`config.mk`:
```
export PLATFORM = sky130hd
export DESIGN_NAME = peripheral_ahb4_arbiter
export DESIGN_NICKNAME = d
export VERILOG_FILES = /design/src/rtl/peripheral_ahb4_arbiter.sv
export SDC_FILE = /design/constraint.sdc
export NUM_CORES = 1
export LEC_CHECK = 0
export ABC_AREA = 1
export ABC_CLOCK_PERIOD_IN_PS = 1900
export CORE_MARGIN = 1.5
export CORE_UTILIZATION = 35
export DETAILED_ROUTE_END_ITERATION = 16
export PLACE_DENSITY = 0.73
export SLEW_MARGIN = 5
export SYNTH_ARGS = -nofsm -noshare
export SYNTH_HDL_FRONTEND = slang
export SYNTH_SLANG_ARGS = --single-unit
```
`constraint.sdc`:
```
create_clock -name hclk -period 1.9 [get_ports hclk]
set_clock_uncertainty 0.05 [all_clocks]
set_input_delay 0.285 -clock hclk [delete_from_list [all_inputs] [get_ports hclk]]
set_output_delay 0.285 -clock hclk [all_outputs]
set_load 0.01 [all_outputs]
```
`src/rtl/peripheral_ahb4_arbiter.sv`:
```
// Round-robin arbiter that serialises single client transfers onto one AHB4 slave.
// Each transfer runs one address phase and one data phase, and it completes with a one-cycle ack.
module peripheral_ahb4_arbiter #(
    parameter int unsigned NUM_MASTERS = 4,
    parameter int unsigned HADDR_SIZE  = 8,
    parameter int unsigned HDATA_SIZE  = 32
) (
    input  logic                              hclk,
    input  logic                              hresetn,
    input  logic [NUM_MASTERS-1:0]            req,
    input  logic [NUM_MASTERS*HADDR_SIZE-1:0] req_addr,
    input  logic [NUM_MASTERS-1:0]            req_write,
    input  logic [NUM_MASTERS*3-1:0]          req_size,
    input  logic [NUM_MASTERS*HDATA_SIZE-1:0] req_wdata,
    output logic [NUM_MASTERS-1:0]            ack,
    output logic                              err,
    output logic [HDATA_SIZE-1:0]             rdata,
    output logic                              hsel,
    output logic [HADDR_SIZE-1:0]             haddr,
    output logic [HDATA_SIZE-1:0]             hwdata,
    output logic                              hwrite,
    output logic [2:0]                        hsize,
    output logic [2:0]                        hburst,
    output logic [3:0]                        hprot,
    output logic [1:0]                        htrans,
    output logic                              hmastlock,
    output logic                              hready,
    input  logic                              hreadyout,
    input  logic [HDATA_SIZE-1:0]             hrdata,
    input  logic                              hresp
);

    localparam int unsigned PW = (NUM_MASTERS > 1) ? $clog2(NUM_MASTERS) : 1;
    localparam logic [1:0] HTRANS_IDLE   = 2'b00;
    localparam logic [1:0] HTRANS_NONSEQ = 2'b10;

    typedef enum logic [1:0] {ST_IDLE, ST_ADDR, ST_DATA} state_t;

    state_t                  state_q, state_d;
    logic [PW-1:0]           ptr_q, ptr_d;
    logic [PW-1:0]           winner_q, winner_d;
    logic [PW-1:0]           grant_idx;
    logic                    grant_found;
    int unsigned             cand;
    logic                    hsel_d, hwrite_d, err_d;
    logic [1:0]              htrans_d;
    logic [HADDR_SIZE-1:0]   haddr_d;
    logic [2:0]              hsize_d;
    logic [HDATA_SIZE-1:0]   hwdata_d, rdata_d;
    logic [NUM_MASTERS-1:0]  ack_d;

    assign hready    = hreadyout;
    assign hburst    = 3'b000;
    assign hprot     = 4'b0011;
    assign hmastlock = 1'b0;

    // First requester at or above the pointer, wrapping around
    always_comb begin
        grant_found = 1'b0;
        grant_idx   = '0;
        cand        = 0;
        for (int unsigned off = 0; off < NUM_MASTERS; off++) begin
            cand = (32'(ptr_q) + off) % NUM_MASTERS;
            if (!grant_found && req[PW'(cand)]) begin
                grant_found = 1'b1;
                grant_idx   = PW'(cand);
            end
        end
    end

    always_comb begin
        state_d  = state_q;
        ptr_d    = ptr_q;
        winner_d = winner_q;
        hsel_d   = hsel;
        htrans_d = htrans;
        haddr_d  = haddr;
        hwrite_d = hwrite;
        hsize_d  = hsize;
        hwdata_d = hwdata;
        rdata_d  = rdata;
        ack_d    = '0;
        err_d    = 1'b0;
        case (state_q)
            ST_IDLE: begin
                hsel_d   = 1'b0;
                htrans_d = HTRANS_IDLE;
                if (grant_found && hreadyout) begin
                    winner_d = grant_idx;
                    haddr_d  = req_addr[32'(grant_idx)*HADDR_SIZE +: HADDR_SIZE];
                    hwrite_d = req_write[grant_idx];
                    hsize_d  = req_size[32'(grant_idx)*3 +: 3];
                    hwdata_d = req_wdata[32'(grant_idx)*HDATA_SIZE +: HDATA_SIZE];
                    hsel_d   = 1'b1;
                    htrans_d = HTRANS_NONSEQ;
                    state_d  = ST_ADDR;
                end
            end
            ST_ADDR: begin
                if (hreadyout) begin
                    hsel_d   = 1'b0;
                    htrans_d = HTRANS_IDLE;
                    ptr_d    = (32'(winner_q) == NUM_MASTERS - 1) ? '0 : winner_q + PW'(1);
                    state_d  = ST_DATA;
                end
            end
            ST_DATA: begin
                // hwdata stays at the latched value until the slave completes
                if (hreadyout) begin
                    if (!hwrite) begin
                        rdata_d = hrdata;
                    end
                    err_d           = hresp;
                    ack_d[winner_q] = 1'b1;
                    state_d         = ST_IDLE;
                end
            end
            default: state_d = ST_IDLE;
        endcase
    end

    always_ff @(posedge hclk) begin
        if (!hresetn) begin
            state_q  <= ST_IDLE;
            ptr_q    <= '0;
            winner_q <= '0;
            hsel     <= 1'b0;
            htrans   <= HTRANS_IDLE;
            haddr    <= '0;
            hwrite   <= 1'b0;
            hsize    <= '0;
            hwdata   <= '0;
            rdata    <= '0;
            ack      <= '0;
            err      <= 1'b0;
        end else begin
            state_q  <= state_d;
            ptr_q    <= ptr_d;
            winner_q <= winner_d;
            hsel     <= hsel_d;
            htrans   <= htrans_d;
            haddr    <= haddr_d;
            hwrite   <= hwrite_d;
            hsize    <= hsize_d;
            hwdata   <= hwdata_d;
            rdata    <= rdata_d;
            ack      <= ack_d;
            err      <= err_d;
        end
    end

endmodule

```
### Word level (Yosys, flattened, before mapping)

Cells that the tools add are included.

| operators by class | value |
|---|---|
| add/subtract/negate cells | 4 |
| reductions and logical operators | 16 |
| multipliers | 1 |
| shift operators | 3 |
| eq/ne operators | 6 |
| div/mod/pow operators | 0 |
| multiplexer cells | 30 |
| bitwise operators | 1 |
| $lt $le $gt $ge | 7 |

Operators with widths:

| operator | number |
|---|---|
| $shiftx 128x8->32 | 1 |
| $shiftx 32x6->8 | 1 |
| $lt 2x3->1 const B | 6 |
| $mux 2 | 9 |
| $mux 1 | 12 |
| $shiftx 12x5->3 | 1 |
| $bmux 1 s2 | 5 |
| $reduce_and 3->1 | 3 |
| $ne 2x2->1 const B | 3 |
| $pmux 2 s3 | 1 |
| $reduce_and 2->1 | 3 |
| $logic_and 1x1->1 | 5 |
| $add 2x1->2 const B | 2 |
| $add 2x2->2 const B | 2 |
| $eq 2x2->1 const B | 2 |
| $mul 2x2->4 const B | 1 |
| $pmux 2 s2 | 1 |
| $logic_not 1->1 | 3 |
| $demux 1 s2 | 1 |
| $eq 2x1->1 const B | 1 |
| $ge 2x1->1 const B | 1 |
| $logic_not 2->1 | 1 |
| $pmux 1 s2 | 1 |
| $reduce_bool 2->1 | 1 |
| $not 1->1 | 1 |

| word-level totals | value |
|---|---|
| bits in latches | 0 |
| register bits | 90 |
| bits in read-only memories | 0 |
| output and inout port bits | 93 |
| input port bits | 216 |
| memory bits (writable) | 0 |
| word-level logic and storage cells | 80 |
| memories kept | 0 |

### Depth between registers and ports, before layout

Gate-level depths: netlist (run 1).

| logic depth | value |
|---|---|
| depth in word-level cells | 15 |
| gate-level depth with buffers | 18 |
| depth with buffers taken out | 15 |

### Worst setup path before layout (run 1)

Ideal clock, no wire load.

| path | value |
|---|---|
| kind | reg-to-reg |
| start point | register ptr_q[0] |
| end point | register haddr[2] |
| data required time | 1.734 ns |
| library setup time | 0.116 ns |
| clock period less this slack | 1.859 ns |
| arrival | 1.693 ns |
| cell stages (with the launch flop) | 16 |
| setup slack | 0.041 ns |
| path through | dfxtp_1 > buf_6 > inv_6 > nand2_2 > nand2_2 > nand2_1 > nand2_1 > nor2_4 > nand3_1 > nand3_1 > nand2_4 > nor2_4 > inv_2 > clkbuf_2 > o21ai_0 > nor2_1 |

| between the ends | value |
|---|---|
| longest elaborated chain between the ends | 14 |
| elaborated cells on any way between the ends | 28 |

Ends and longest elaborated chain:

| element | RTL line | RTL |
|---|---|---|
| start, declared | 40 | `logic [PW-1:0] ptr_q, ptr_d;` |
| start signal, assigned | 138 | `ptr_q <= ptr_d;` |
| branches (longest 14 deep; another with $add 2x1->2) | n/a |  |
| end signal, assigned | 142 | `haddr <= haddr_d;` |
| end, declared | 19 | `output logic [HADDR_SIZE-1:0] haddr,` |

Several ways; the timed one is not identified. The select of a mux whose other input is x is not followed.
A chain may end at the register's enable or synchronous reset.

### Final worst setup path (run 1)

| path | value |
|---|---|
| start point | input req[1] |
| end point | register hwdata[2] |

| between the ends | value |
|---|---|
| longest elaborated chain between the ends | 14 |
| elaborated cells on any way between the ends | 25 |

Ends and longest elaborated chain:

| element | RTL line | RTL |
|---|---|---|
| start, declared | 10 | `input logic [NUM_MASTERS-1:0] req,` |
| branches (longest 14 deep; another with $bmux 1 s2) | n/a |  |
| end signal, assigned | 145 | `hwdata <= hwdata_d;` |
| end, declared | 20 | `output logic [HDATA_SIZE-1:0] hwdata,` |

Several ways; the timed one is not identified. The select of a mux whose other input is x is not followed.

==> flow_summary_export.csv, run 1 <==
group,metric,value,unit
detailed_routing,drc_errors,0,
pwr,p_sw_share,35.7,%
synth,synth_top_area_share,32.0,%
floorplan,die_area,16500,sq um
worst_setup_path,cp.required,2.09,ns
synth,yosys_warnings,0,
final_layout,syn_to_final_growth,78.4,%
timing,max_freq,0.492,GHz
clock_network,clk_path_buf_depth,2,
final_layout,nets,1455,
global_routing,grt_max_degree,33,
timing,setup_tns,-2.52,ns
floorplan,ioPinCount,309,
floorplan,fp.dieH,128,um
global_routing,antenna_found_initial,1,
timing,hold_viol,0,
pwr,power_density,720,nW/um^2
timing,min_period,2.03,ns
worst_hold_path,hp-class,"input port to flip-flop",
pwr,pwr-share-clk,23.7,%
clock_network,cts_tree,"yes",
worst_setup_path,startpoint_type,"input port",
pwr,comb_power_share,46.1,%
clock_network,clock_latency,0.34,ns
worst_setup_path,worst_r2r_path_depth,14,
worst_setup_path,r2r-start,"ptr_q[0]",
detailed_routing,drt-total-wl,21500,um
clock_network,cts-root-buf,"clkbuf_16",
placed_design,portBuffers,299,
synth,netlist_instances,925,
synth,synth_edf_count,0,
synth,synth_seq_cells,88,
floorplan,start_util,36.1,%
placed_design,gp_congestion,0.872,
final_layout,n_fill_cell,1349,
pwr,vdd.ir_drop.worst,450,uV
clock_network,clkSinkCount,88,
synth,syn_area,5500,sq um
global_routing,track_usage,25.4,%
synth,seq_area_frac_synth,32.0,%
clock_network,cts_max_level,3,
worst_setup_path,slowest_stage,"clkdlybuf4s50_1",
worst_setup_path,r2r_end,"hwdata[2]",
outcome,run_status,"finished, violations left",
job,maxCapViolCount,0,
timing,worst_slack,-0.131,ns
clock_network,clk_pin_slew,0.07,ns
detailed_routing,first_iter_violations,430,
synth,synth_ff_type,"dfxtp_1",
global_routing,grt_pass1_wl,32800,um
detailed_routing,wl_per_cell,14.8,um
final_layout,design_area,9820,sq um
clock_network,cts_hold_buf,0,
pwr,intPower,4.54,mW
worst_hold_path,min_path_cells,3,
synth,synth_area_per_cell,5.95,sq um
synth,synth.area.top_cells,"dfxtp_1 32%, nand2_1 15%, nor2_1 11%",
worst_setup_path,cpPeakStageDelay,0.48,ns
worst_setup_path,crit_type,"input port to flip-flop",
detailed_routing,antenna_left,0,
final_layout,multi_input_area,3190,sq um
worst_hold_path,hold-path-endpoint,"err",
detailed_routing,dr.pass1.iters,5,
clock_network,cts_made_buffers,9,
placed_design,place_ws,-0.425,ns
detailed_routing,num_vias,6805,
timing,drv_slew,0,
global_routing,first_global_vias,6356,
worst_setup_path,cp-end-kind,"flip-flop",
synth,yosysTopAreaCell,"dfxtp_1",
placed_design,placed_cell_area,8760,sq um
pwr,leakage,4.67,nW
placed_design,hpwl,14900,um
synth,synthArstFlopShare,0,%
pwr,pwr-share-seq,30.2,%
synth,synth_cell_types,28,
global_routing,grt_overflow_total,0,
worst_setup_path,worst-r2r-setup-slack,-0.12,ns
timing,rsz0062_at_grt,"true",
worst_setup_path,crit_fanout,32,
pwr,p_sw,2.52,mW
detailed_routing,viasPerCell,4.69,
worst_setup_path,crit_family,"simple AND/OR/NAND/NOR gates",
worst_setup_path,arrival,2.22,ns
worst_setup_path,crit_buf_inv,5,
floorplan,die_x,128,um
worst_hold_path,hold_start,"hresp",
floorplan,core-area,15300,sq um
final_layout,layout-drive-gt1-share,14.4,%
outcome,violations,"negative setup slack",
timing,setup_viol,44,
timing,period_share,107,%
final_layout,seq_area,1770,sq um
worst_setup_path,path_cells,"clkdlybuf4s50_1 -> inv_1 -> nand2_1 -> nand3_1 -> nand2_2 -> nor2_4 -> nand3_4 -> buf_6 -> buf_6 -> nand4_1 -> nand3_2 -> nand3_2 -> nand2_1 -> inv_1",
floorplan,rows,45,
through the flow:
step	total power, mW	hold slack [ns]	utilization [%]	std cells
after floorplan	3.61	0.347	-	932
after global placement	4.73	0.412	57.4	1410
after detailed placement	4.75	0.423	57.4	1410
after CTS	6.94	0.411	62.6	1446
after global routing	7.51	0.430	64.3	1451
final	7.07	0.414	64.3	1451
cell usage after synthesis (2+ instances only):
library cell and count:
a21oi_1 7, buf_1 4, buf_2 18, buf_4 17, buf_6 6, clkbuf_1 22, clkbuf_2 2, conb_1 2
dfxtp_1 88, ha_1 4, inv_1 143, inv_2 5, nand2_1 219, nand2_2 4, nand3_1 71, nand3_4 2
nand4_1 58, nor2_1 164, nor2_4 2, o21ai_0 63, o21ai_1 17
cell type report:
type	instances	share of cell area [%]
antenna	1	0.0255
clock buffer	9	2.29
clock inverter	6	0.459
inverter	150	5.94
multi-input combinational	625	32.5
sequential	88	18.0
tap	211	2.69
timing repair buffer	361	38.1
worst max-delay path by stage:
stage,endpoint,slack (ns),startpoint,cells after the start
after global placement,hwdata[2],-0.41,req[3],13
after detailed placement,hwdata[2],-0.43,req[1],13
after floorplan,haddr[2],0.04,ptr_q[0],15
final,hwdata[2],-0.13,req[1],14
after CTS,hwdata[25],-0.09,ptr_q[0],16
after global routing,hwdata[15],-0.23,req[1],15
repair_timing:
action | 4_1_cts | 5_1_grt
cloned | 6 | 3
setup endpoints to repair | 46 | 48
resized for setup | 91 | 68
pin swaps | 31 | 41
buffers inserted | 17 | 6
placed cells by master, fill, tap and decap left out, types with 5 or more instances in the layout:
| master | count |
|---|---|
| nand3_1 | 43 |
| o21ai_1 | 29 |
| nor2_1 | 152 |
| nand2_1 | 183 |
| nand2_2 | 25 |
| buf_6 | 16 |
| clkbuf_16 | 12 |
| nand3_2 | 27 |
| o21ai_0 | 47 |
| inv_6 | 5 |
| nor2_2 | 11 |
| inv_1 | 141 |
| nand2_4 | 15 |
| clkdlybuf4s50_1 | 297 |
| nand4_1 | 58 |
| conb_1 | 9 |
| buf_4 | 32 |
| dfxtp_1 | 86 |
| buf_12 | 7 |
| a21oi_1 | 7 |
registers in the layout, indices dropped and copies added (netlist names):
register	cells
ptr_q	2
rdata	32
haddr	8
ack	4
hwdata	32
hsize	3
state_q	2
winner_q	2
err	1
hwrite	1
htrans	1
power groups by stage:
stage / Combinational, mW / Sequential, mW / Clock (mW)
3_3_place_gp: 2.58 / 2.15 / 0
3_5_place_dp: 2.59 / 2.16 / 0
2_1_floorplan: 1.38 / 2.23 / 0
4_1_cts: 3.09 / 2.12 / 1.73
5_1_grt: 3.55 / 2.16 / 1.80
6_report: 3.26 / 2.13 / 1.68
per-layer routing:
metal	up-vias	part of all wire [%]	global-route usage [%]
li1	3472	-	-
met1	3022	41	31.3
met2	253	48	42.2
met3	58	7.0	6.28
met4	0	4.0	11.3
met5	-	0	0
kinds of logic after synthesis:
logic type,after synthesis,share of synthesized area [%]
AOI/OAI and AO/OA,89,8.28
adders and majority gates,4,0.910
buffers and inverters,219,17.5
DFF,88,32.0
other,2,0.136
and+or+nand+nor,523,41.2
tightest hold or removal path, cell delays in order:
cell             delay (ns)
clkdlybuf4s50_1        0.40
inv_1                  0.05
nor2_1                 0.04
Note: power is estimated with default switching activity, not from simulation.
==> run 2: changes to the inputs <==
REMOVE_ABC_BUFFERS = 1   (was not set)
==> run 2 against run 1 <==
Global-route usage shrank 1.1 points. The flow still finishes with violations (negative setup slack). Via count shrank 1.8%. Highest routed layer unchanged. Combinational power shrank 6.7%. Die area unchanged. Sequential power barely moved. Core utilization decreased by 2.5 points. Largest power group unchanged. Wire length shrank 3.4%. Worst hold slack barely moved. Sequential cell count did not move.
==> flow_summary_export.csv, run 2 (synthesis gave the netlist of run 1 again) <==
group,metric,value,unit
outcome,violations,"negative setup slack",
worst_setup_path,crit_type,"flip-flop to flip-flop",
worst_setup_path,crit_family,"simple AND/OR/NAND/NOR gates",
floorplan,rows,45,
placed_design,dp.cells,1401,
clock_network,clk_path_buf_depth,2,
final_layout,final_common_cell,"clkdlybuf4s50_1",
clock_network,cts_max_level,3,
global_routing,track_usage,24.3,%
timing,worst_slack,-0.133,ns
global_routing,grt_pass1_wl,31300,um
placed_design,placed_cell_area,8680,sq um
worst_hold_path,hp-class,"input port to flip-flop",
clock_network,cts-root-buf,"clkbuf_16",
timing,drv_slew,0,
floorplan,die_area,16500,sq um
timing,setup_tns,-4.10,ns
final_layout,n_fill_cell,1443,
worst_setup_path,startpoint_type,"flip-flop",
clock_network,cts_tree,"yes",
final_layout,nets,1435,
detailed_routing,drc_errors,0,
final_layout,syn_to_final_growth,71.6,%
clock_network,cts_hold_buf,0,
final_layout,design_area,9440,sq um
final_layout,stdcell_count,1432,
floorplan,start_util,36.1,%
worst_setup_path,arrival,2.23,ns
floorplan,ioPinCount,309,
worst_setup_path,cp.required,2.10,ns
timing,rsz0062_at_grt,"true",
pwr,power_density,733,nW/um^2
detailed_routing,viasPerCell,4.67,
placed_design,portBuffers,299,
worst_setup_path,cp_common_cell,"nand2_1",
global_routing,first_global_vias,6079,
floorplan,die_x,128,um
worst_setup_path,crit_fanout,21,
floorplan,core-area,15300,sq um
worst_setup_path,slowest_stage,"dfxtp_2",
clock_network,clkSinkCount,88,
timing,hold_viol,0,
detailed_routing,num_vias,6684,
job,maxCapViolCount,0,
clock_network,clk_pin_slew,0.07,ns
detailed_routing,drt-total-wl,20800,um
detailed_routing,wl_per_cell,14.5,um
final_layout,layout-drive-gt1-share,8.36,%
floorplan,fp.dieH,128,um
timing,setup_viol,44,
timing,period_share,107,%
final_layout,final_cell_mix,"298 x clkdlybuf4s50_1, 203 x nand2_1, 163 x nor2_1",
global_routing,grt_max_degree,47,
placed_design,hpwl,14500,um
worst_setup_path,cp-end-kind,"flip-flop",
worst_setup_path,crit_buf_inv,5,
placed_design,gp_congestion,0.910,
final_layout,postLayoutCoreUtil,61.9,%
pwr,vdd.ir_drop.worst,468,uV
global_routing,antenna_found_initial,1,
worst_setup_path,path_cells,"buf_12 -> inv_8 -> nand2_1 -> nand2_2 -> nand2_1 -> nand2_2 -> nand2_4 -> nand2_1 -> nand2_2 -> nand3_4 -> buf_12 -> buf_12 -> nand2_1 -> nand2_1 -> nand2_1 -> nand3_2 -> nand2_1 -> inv_1",
detailed_routing,antenna_left,0,
detailed_routing,first_iter_violations,410,
timing,min_period,2.03,ns
final_layout,largest_registers,"hwdata x32, rdata x32, haddr x8",
outcome,run_status,"finished, violations left",
detailed_routing,dr.pass1.iters,4,
worst_setup_path,cpPeakStageDelay,0.34,ns
pwr,leakage,4.47,nW
clock_network,cts_made_buffers,9,
timing,max_freq,0.492,GHz
clock_network,clock_latency,0.35,ns
global_routing,grt_overflow_total,0,
[run 2: cell count changes in the layout (fill, tap and decap cells not counted), moves of 3 or more]
cell	before	now
nand2_2	25	18
buf_16	4	8
o21ai_0	47	50
buf_6	16	2
buf_4	32	22
nand2_1	183	203
nand3_1	43	65
nand2_4	15	3
nand3_2	27	5
o21ai_2	4	0
nor2_2	11	0
nor2_1	152	163
[run 2: where the power goes]
| group | switching (mW) | internal, mW | total (mW) |
|---|---|---|---|
| logic | 1.50 | 1.54 | 3.04 |
| registers | 0.0983 | 2.02 | 2.12 |
| clock network | 0.842 | 0.913 | 1.75 |
[run 2: worst min-delay path, stage by stage]
cell	delay, ns
clkdlybuf4s50_1	0.40
inv_1	0.05
nor2_1	0.03
[run 2: area by class of cell]
cell class / count / area (sq um) / share of cell area (%)
flip-flops and latches: 88 / 1760 / 18.7
multi-input cells: 625 / 2910 / 30.8
clock buffers: 9 / 225 / 2.39
inverters: 150 / 587 / 6.22
diodes: 1 / 2.50 / 0.0265
repair buffers: 341 / 3630 / 38.4
clock inverters: 7 / 63.8 / 0.676
well taps: 211 / 264 / 2.80
[run 2: layer usage]
metal	part of all wire (%)	vias up	GRT usage, %
met5	0	-	0
met2	50	223	41.8
met3	6.9	32	6.61
li1	-	3439	-
met4	2.6	0	8.20
met1	40	2990	29.3
[run 2: what timing repair did]
item | in CTS | in global routing
pin swaps | 9 | 8
setup buffers | 6 | 0
cloned | 5 | 3
resized for setup | 46 | 19
endpoints found under the setup margin | 46 | 45
[run 2: final timing paths]
kind | endpoint | startpoint | slack [ns] | cells after the start
worst max-delay path | hwdata[15] | ptr_q[0] | -0.13 | 18
worst min-delay path | err | hresp | 0.41 | 3
worst max register to register | hwdata[15] | ptr_q[0] | -0.13 | 18
worst min register to register | rdata[21] | rdata[21] | 0.44 | 2
[run 2: metrics by stage]
step	hold WS, ns	worst slack [ns]	power [mW]
after floorplan	0.333	-2.26	3.45
after global placement	0.412	-0.434	4.68
after detailed placement	0.422	-0.515	4.71
after CTS	0.402	-0.102	6.86
after global routing	0.396	-0.263	7.37
final	0.414	-0.133	6.92
==> run 3: changes to the inputs <==
CAP_MARGIN = 20   (was not set)
==> results of run 3 <==
Final layout, timing and power as in run 2 (identical DEF).
